**src/rtl/pong_game_engine.sv**
```systemverilog
// pong_game_engine -- per-frame game state for Pong: ball, paddles, scores and
// the IDLE/SERVE/PLAY/OVER sequencing. Produces coordinates and status only.
//
// Ports:
//   clk_100MHz         system clock
//   reset              synchronous, active-high
//   frame_tick         one-clock pulse per video frame; all motion steps on it
//   up[1:0], down[1:0] bit0 = right player, bit1 = left player (debounced levels)
//   serve              debounced level, rising edge starts/restarts play
//   ball_x, ball_y     ball top-left corner
//   pad_r_y, pad_l_y   paddle top rows
//   score_r, score_l   player scores
//   state              0 IDLE, 1 SERVE, 2 PLAY, 3 OVER
//   game_over          high while in OVER
//   hit_pulse          one clock on a paddle hit
//   miss_pulse         one clock on a point scored
module pong_game_engine #(
   parameter int H_PIX       = 640,
   parameter int V_PIX       = 480,
   parameter int PLAYERS     = 2,
   parameter int PAD_H       = 72,
   parameter int PAD_W       = 4,
   parameter int PAD_L_X     = 32,
   parameter int PAD_R_X     = 600,
   parameter int PAD_V       = 3,
   parameter int BALL_SZ     = 8,
   parameter int BALL_V      = 2,
   parameter int MAX_SCORE   = 7,
   parameter int SERVE_DELAY = 60
) (
   input  logic       clk_100MHz,
   input  logic       reset,
   input  logic       frame_tick,
   input  logic [1:0] up,
   input  logic [1:0] down,
   input  logic       serve,
   output logic [9:0] ball_x,
   output logic [9:0] ball_y,
   output logic [9:0] pad_r_y,
   output logic [9:0] pad_l_y,
   output logic [3:0] score_r,
   output logic [3:0] score_l,
   output logic [1:0] state,
   output logic       game_over,
   output logic       hit_pulse,
   output logic       miss_pulse
);

   typedef enum logic [1:0] {IDLE = 2'd0, SERVE = 2'd1, PLAY = 2'd2, OVER = 2'd3} state_t;

   localparam int CNT_W = $clog2(SERVE_DELAY + 1);

   localparam logic [9:0] BALL_X0 = 10'(H_PIX / 2 - BALL_SZ / 2);
   localparam logic [9:0] BALL_Y0 = 10'(V_PIX / 2 - BALL_SZ / 2);
   localparam logic [9:0] PAD_Y0  = 10'((V_PIX - PAD_H) / 2);
   localparam logic [9:0] PAD_MAX = 10'(V_PIX - PAD_H);
   localparam logic [9:0] PAD_STP = 10'(PAD_V);
   localparam logic [9:0] Y_BOT   = 10'(V_PIX - BALL_SZ);
   localparam logic [9:0] X_HIT_R = 10'(PAD_R_X - BALL_SZ);
   localparam logic [9:0] X_HIT_L = 10'(PAD_L_X + PAD_W);
   localparam logic [3:0] WIN     = 4'(MAX_SCORE);
   localparam logic [CNT_W-1:0] CNT_LOAD = CNT_W'(SERVE_DELAY);

   // Signed 11-bit copies so stepping past 0 or past the right edge never wraps.
   localparam logic signed [10:0] S_BV     = 11'(BALL_V);
   localparam logic signed [10:0] S_BS     = 11'(BALL_SZ);
   localparam logic signed [10:0] S_PH     = 11'(PAD_H);
   localparam logic signed [10:0] S_Y_MAX  = 11'(V_PIX - BALL_SZ);
   localparam logic signed [10:0] S_X_MAX  = 11'(H_PIX - BALL_SZ);
   localparam logic signed [10:0] S_R_FACE = 11'(PAD_R_X);
   localparam logic signed [10:0] S_L_FACE = 11'(PAD_L_X + PAD_W);

   state_t           st_q, st_d;
   logic [CNT_W-1:0] cnt_q, cnt_d;
   logic             dx_q, dx_d;   // 1 = moving right
   logic             dy_q, dy_d;   // 1 = moving down
   logic             serve_q, serve_edge;

   logic [9:0] bx_d, by_d, pr_d, pl_d;
   logic [3:0] sr_d, sl_d, sr_inc, sl_inc;
   logic       hit_d, miss_d;

   logic signed [10:0] bx_s, by_s, pr_s, pl_s, nx_c, ny_c;
   logic [9:0] x_play, y_play;
   logic       dx_play, dy_play, hit_c, pt_l, pt_r, win_c;

   assign serve_edge = serve & ~serve_q;
   assign state      = st_q;

   assign bx_s = $signed({1'b0, ball_x});
   assign by_s = $signed({1'b0, ball_y});
   assign pr_s = $signed({1'b0, pad_r_y});
   assign pl_s = $signed({1'b0, pad_l_y});

   assign sr_inc = (score_r == 4'd15) ? 4'd15 : score_r + 4'd1;
   assign sl_inc = (score_l == 4'd15) ? 4'd15 : score_l + 4'd1;
   assign win_c  = pt_l ? (sl_inc == WIN) : (sr_inc == WIN);

   function automatic logic [9:0] pad_step(input logic [9:0] y, input logic u, input logic d);
      pad_step = y;
      if (u && !d)
         pad_step = (y < PAD_STP) ? 10'd0 : y - PAD_STP;
      else if (d && !u)
         pad_step = (y > PAD_MAX - PAD_STP) ? PAD_MAX : y + PAD_STP;
   endfunction

   // Ball physics for one PLAY frame, evaluated every clock; only used on a tick.
   // Paddle overlap uses the paddle position before this frame's paddle move.
   always_comb begin
      nx_c    = dx_q ? bx_s + S_BV : bx_s - S_BV;
      ny_c    = dy_q ? by_s + S_BV : by_s - S_BV;
      y_play  = ny_c[9:0];
      dy_play = dy_q;
      if (ny_c < 11'sd0) begin
         y_play  = 10'd0;
         dy_play = 1'b1;
      end else if (ny_c > S_Y_MAX) begin
         y_play  = Y_BOT;
         dy_play = 1'b0;
      end
      x_play  = nx_c[9:0];
      dx_play = dx_q;
      hit_c   = 1'b0;
      if (dx_q && (bx_s + S_BS <= S_R_FACE) && (nx_c + S_BS >= S_R_FACE) &&
          (by_s + S_BS > pr_s) && (by_s < pr_s + S_PH)) begin
         x_play  = X_HIT_R;
         dx_play = 1'b0;
         hit_c   = 1'b1;
      end
      if (PLAYERS == 2) begin
         if (!dx_q && (bx_s >= S_L_FACE) && (nx_c <= S_L_FACE) &&
             (by_s + S_BS > pl_s) && (by_s < pl_s + S_PH)) begin
            x_play  = X_HIT_L;
            dx_play = 1'b1;
            hit_c   = 1'b1;
         end
      end else if (nx_c < 11'sd0) begin
         // single player: left edge is a plain wall
         x_play  = 10'd0;
         dx_play = 1'b1;
      end
      pt_l = (nx_c > S_X_MAX);
      pt_r = (PLAYERS == 2) && (nx_c < 11'sd0);
   end

   // Next-state logic
   always_comb begin
      st_d  = st_q;
      cnt_d = cnt_q;
      case (st_q)
         IDLE:  if (serve_edge) begin
                   st_d  = SERVE;
                   cnt_d = CNT_LOAD;
                end
         SERVE: if (frame_tick) begin
                   if (cnt_q == CNT_W'(1)) st_d = PLAY;
                   else                    cnt_d = cnt_q - CNT_W'(1);
                end
         PLAY:  if (frame_tick && (pt_l || pt_r)) begin
                   st_d  = win_c ? OVER : SERVE;
                   cnt_d = CNT_LOAD;
                end
         OVER:  if (serve_edge) begin
                   st_d  = SERVE;
                   cnt_d = CNT_LOAD;
                end
         default: ;
      endcase
   end

   // Next values of the registered outputs
   always_comb begin
      bx_d   = ball_x;
      by_d   = ball_y;
      dx_d   = dx_q;
      dy_d   = dy_q;
      sr_d   = score_r;
      sl_d   = score_l;
      pr_d   = pad_r_y;
      pl_d   = pad_l_y;
      hit_d  = 1'b0;
      miss_d = 1'b0;
      if (frame_tick && st_q != OVER) begin
         pr_d = pad_step(pad_r_y, up[0], down[0]);
         if (PLAYERS == 2) pl_d = pad_step(pad_l_y, up[1], down[1]);
      end
      case (st_q)
         PLAY: if (frame_tick) begin
                  if (pt_l || pt_r) begin
                     miss_d = 1'b1;
                     bx_d   = BALL_X0;
                     by_d   = BALL_Y0;
                     dx_d   = pt_l;     // serve toward whoever conceded
                     if (pt_l) sl_d = sl_inc;
                     else      sr_d = sr_inc;
                  end else begin
                     bx_d  = x_play;
                     by_d  = y_play;
                     dx_d  = dx_play;
                     dy_d  = dy_play;
                     hit_d = hit_c;
                  end
               end
         OVER: if (serve_edge) begin
                  sl_d = 4'd0;
                  sr_d = 4'd0;
                  bx_d = BALL_X0;
                  by_d = BALL_Y0;
                  dx_d = 1'b1;
                  dy_d = 1'b1;
               end
         default: ;
      endcase
   end

   // State register
   always_ff @(posedge clk_100MHz) begin
      if (reset) begin
         st_q       <= IDLE;
         cnt_q      <= '0;
         dx_q       <= 1'b1;
         dy_q       <= 1'b1;
         serve_q    <= 1'b0;
         ball_x     <= BALL_X0;
         ball_y     <= BALL_Y0;
         pad_r_y    <= PAD_Y0;
         pad_l_y    <= PAD_Y0;
         score_r    <= 4'd0;
         score_l    <= 4'd0;
         game_over  <= 1'b0;
         hit_pulse  <= 1'b0;
         miss_pulse <= 1'b0;
      end else begin
         st_q       <= st_d;
         cnt_q      <= cnt_d;
         dx_q       <= dx_d;
         dy_q       <= dy_d;
         serve_q    <= serve;
         ball_x     <= bx_d;
         ball_y     <= by_d;
         pad_r_y    <= pr_d;
         pad_l_y    <= pl_d;
         score_r    <= sr_d;
         score_l    <= sl_d;
         game_over  <= (st_d == OVER);
         hit_pulse  <= hit_d;
         miss_pulse <= miss_d;
      end
   end

endmodule

```
**config.mk**
```make
export PLATFORM = sky130hd
export DESIGN_NAME = pong_game_engine
export DESIGN_NICKNAME = d
export VERILOG_FILES = /design/src/rtl/pong_game_engine.sv
export SDC_FILE = /design/constraint.sdc
export NUM_CORES = 1
export LEC_CHECK = 0
export ABC_AREA = 1
export CAP_MARGIN = 20
export CORE_ASPECT_RATIO = 0.8
export CORE_MARGIN = 2
export CORE_UTILIZATION = 30
export DETAILED_ROUTE_END_ITERATION = 16
export GPL_TIMING_DRIVEN = 0
export PLACE_DENSITY = 0.57
export SETUP_SLACK_MARGIN = 0.15
export SYNTH_ARGS = -nofsm -noshare
export SYNTH_HDL_FRONTEND = slang
export SYNTH_SLANG_ARGS = --single-unit
```
**constraint.sdc**
```tcl
create_clock -name clk_100MHz -period 2.3 [get_ports clk_100MHz]
set_clock_uncertainty 0.05 [all_clocks]
set_input_delay 0.69 -clock clk_100MHz [delete_from_list [all_inputs] [get_ports clk_100MHz]]
set_output_delay 0.69 -clock clk_100MHz [all_outputs]
set_load 0.05 [all_outputs]
```
==> impl_results.md <==
- WHS: 448.6 ps
- Outcome: finished with violations
- Leak pwr: 3.984 nW
- Critical path launch point type: flop
- CTS Buffer Depth: 2
- Slew headroom: 52.33%
- CTS Root Cell: clkbuf_16
- CP Capture Type: flop
- Warnings from Yosys: 0
- Top area cells in the synthesized netlist: dfxtp_1, nand2_1, ha_1, inv_1, a21oi_1
- Final period utilization: 115.9%
- # diodes: 0
- Area leader, netlist: dfxtp_1
- Final setup fails: 34
- Failing checks: setup timing
- Max H-tree Level: 3
- TritonCTS clock tree: built
- Initial antenna violation count: 0
- Critical Path RT: 2470 ps
- Worst Path Max Fanout: 5
- Starting Density: 30.74%
- # IOs: 61
- Sequential Power Share: 17.2%
- MaxCap Viol Count: 0
- Core box area: 19910 sq um
- WL final: 19740 microns
- Wire per inst: 14.71 microns
- # clock sinks: 60
- Min Tclk post-route: 2666 ps
- Post-synth EDFFs: 0
- Worst-skew pair later-pin latency: 340 ps
- Slew @ Worst Pin: 715.1 ps
- CP arrival: 2830 ps
- Starting DRT DRC Count: 386
- Worst-path cell chain: ha_4, nand3_2, nand3b_1, xor2_2, ha_1, nand2_1, nor2_2, nand2_1, nand2_1, nand4_1, nor2_4, nand4_4, a21oi_2, o21ai_2
- Total Nets Final: 1157
- Post-synth ARST share: 0%
- Final core occ: 42.69%
- Cells after Synth: 956
- Die height: 131.8 microns
- Maximum vdd drop: 0.0005168 V
- Via count: 6634
- Net Sw Frac: 50.04%
- DRC Markers: 0
- Hold Crit Depth: 2
- Die ar.: 21570 sq um
- Sequential share of the synthesized area: 19.62%
- Comb pwr share: 67.9%
- IO buf count: 57
- First-pass GRT wire length: 31120 microns
- CTS clock-pin slew for the worst setup and hold paths: 50 ps
- Die Wd: 163.7 microns
- Worst setup path category: flop to flop
- Final Max Tran Viols: 0
- Number of buffers created by CTS: 9
- Unique cell type count in the Yosys netlist: 52
- Worst path most repeated cell: nand2_1
- Worst path slowest cell: dfxtp_4
- Power Density: 1100 nW/um^2
- FF+latch count, synth: 60
- P_sw: 4.680 mW
- Hold Path Class: flop to flop
- Final TNS setup: -7210 ps
- Worst setup margin: -366.2 ps
- Clock Power Share: 14.9%
- Hold Vio Cnt, Final: 0
- Placement Rows: 46
- P_int: 4.673 mW
- GPL Wtd Cong: 0.8435
- Placed wire-length estimate: 14060 microns
- Share of the synthesized area in the top cell type: 19.62%
- Cell Area, Synth: 6122 sq um
- Via/cell ratio: 4.943
- DRT Pass-1 Iters: 5
- FMAX: 375.1 MHz
- Largest net degree at the start of global routing: 11
- GRT overflow: 0
- Layout cells sized above 1: 25.42%
- CP peak stage delay: 390 ps
- RSZ-0062 raised after global routing: yes
- Tot GR Track Use: 17.94%
- Dominant synthesized flop cell: dfxtp_1
- Syn-to-layout area delta: 38.87%
- R2R depth: 14
- Vias in the first global route: 5997
- Synth Area per Inst: 6.404 sq um
- Antenna viol nets, final: 0
==> cell usage after synthesis (all sizes together), types with 2 or more instances <==
cell     instances
a21oi           89
a221oi           2
a31oi            5
buf              5
clkbuf          16
clkinv           7
dfxtp           60
fa               2
ha              74
inv            127
nand2          266
nand3           70
nand3b           8
nand4           19
nor2            68
nor3            13
o2111ai          2
o211ai           7
o21ai           54
o21bai           4
o311ai           2
o31ai            2
or2              4
xnor2            6
xor2            35
==> through the flow <==
stage	instances	setup slack (ps)	instance area, sq um	power, mW
after floorplan	957	-106.3	6325	5.268
after global placement	1278	-690.5	7226	6.336
after detailed placement	1278	-642.4	7226	6.390
after CTS	1322	-247.1	8025	8.496
after global routing	1342	-508.9	8502	10.12
final	1342	-366.2	8502	9.353
==> per-layer routing <==
| metal | vias up | global-route usage [%] | part of all wire (%) |
|---|---|---|---|
| li1 | 3386 | - | - |
| met1 | 3067 | 27.30 | 50 |
| met2 | 160 | 26.24 | 43 |
| met3 | 21 | 2.863 | 5.1 |
| met4 | 0 | 4.094 | 1.4 |
| met5 | - | 0 | 0 |
==> logic make-up after synthesis <==
kind of cell    Yosys count  synth area share [%]
compound gates          174                 15.88
xor+xnor                 41                 6.295
fa+ha+maj                76                 15.78
buf+inv                 155                 9.851
flops                    60                 19.62
other cells               1               0.06125
simple gates            449                 32.52
==> cell type report <==
type,instances,area (sq um)
Fill cell,2095,11410
Multi-Input combinational cell,743,4999
Sequential cell,60,1287
Timing Repair Buffer,103,914.6
Inverter,134,545.5
Tap cell,264,330.3
Clock buffer,14,264.0
Buffer,21,117.6
Clock inverter,2,35.03
Timing Repair inverter,1,8.758
==> sequential cells by signal (all words and copies together), names as in the netlist, 2 cells and up <==
signal   count
ball_y       9
ball_x       9
cnt_q        6
score_l      4
state        2
score_r      4
pad_r_y     10
pad_l_y     10
==> worst max-delay path, delay by kind of cell, from the launching register on <==
kind / cells / cell delay [ps]
AOI/OAI and AO/OA: 2 / 280
DFF: 1 / 390
and+or+nand+nor: 9 / 1180
adders and majority gates: 2 / 450
xor gates and xnor gates: 1 / 180
==> power groups by stage <==
| stage | Combinational [mW] | Sequential [mW] | Clock [mW] |
|---|---|---|---|
| after global routing | 7.01 | 1.65 | 1.46 |
| final | 6.35 | 1.61 | 1.40 |
| after global placement | 4.70 | 1.64 | 0 |
| after floorplan | 3.31 | 1.96 | 0 |
| after detailed placement | 4.75 | 1.64 | 0 |
| after CTS | 5.47 | 1.60 | 1.43 |
==> layout by cell type (no fill, tap or decap), types with 18 or more instances in the layout <==
cell type	instances
a21oi_1	72
nand2_1	225
nor2_1	48
nand2_2	22
ha_1	59
nand3_1	55
dlygate4sd2_1	46
buf_4	38
o21ai_0	46
xor2_1	31
nand4_1	18
nand2_4	18
dfxtp_1	25
dfxtp_2	18
inv_1	105
==> final timing paths <==
check | from | to | slack (ps)
setup / recovery | ball_y[3] | ball_x[5] | -370
hold reg to reg | cnt_q[5] | cnt_q[5] | 450
setup reg to reg | ball_y[3] | ball_x[5] | -370
hold / removal | cnt_q[5] | cnt_q[5] | 450
==> timing repair <==
item,4_1_cts,5_1_grt
setup buffers,26,20
gates resized for setup,136,101
setup endpoints to repair,110,58
hold buffers,0,0
cloned,2,0
pin swaps,25,34
Power figures use the tool's default switching activity.
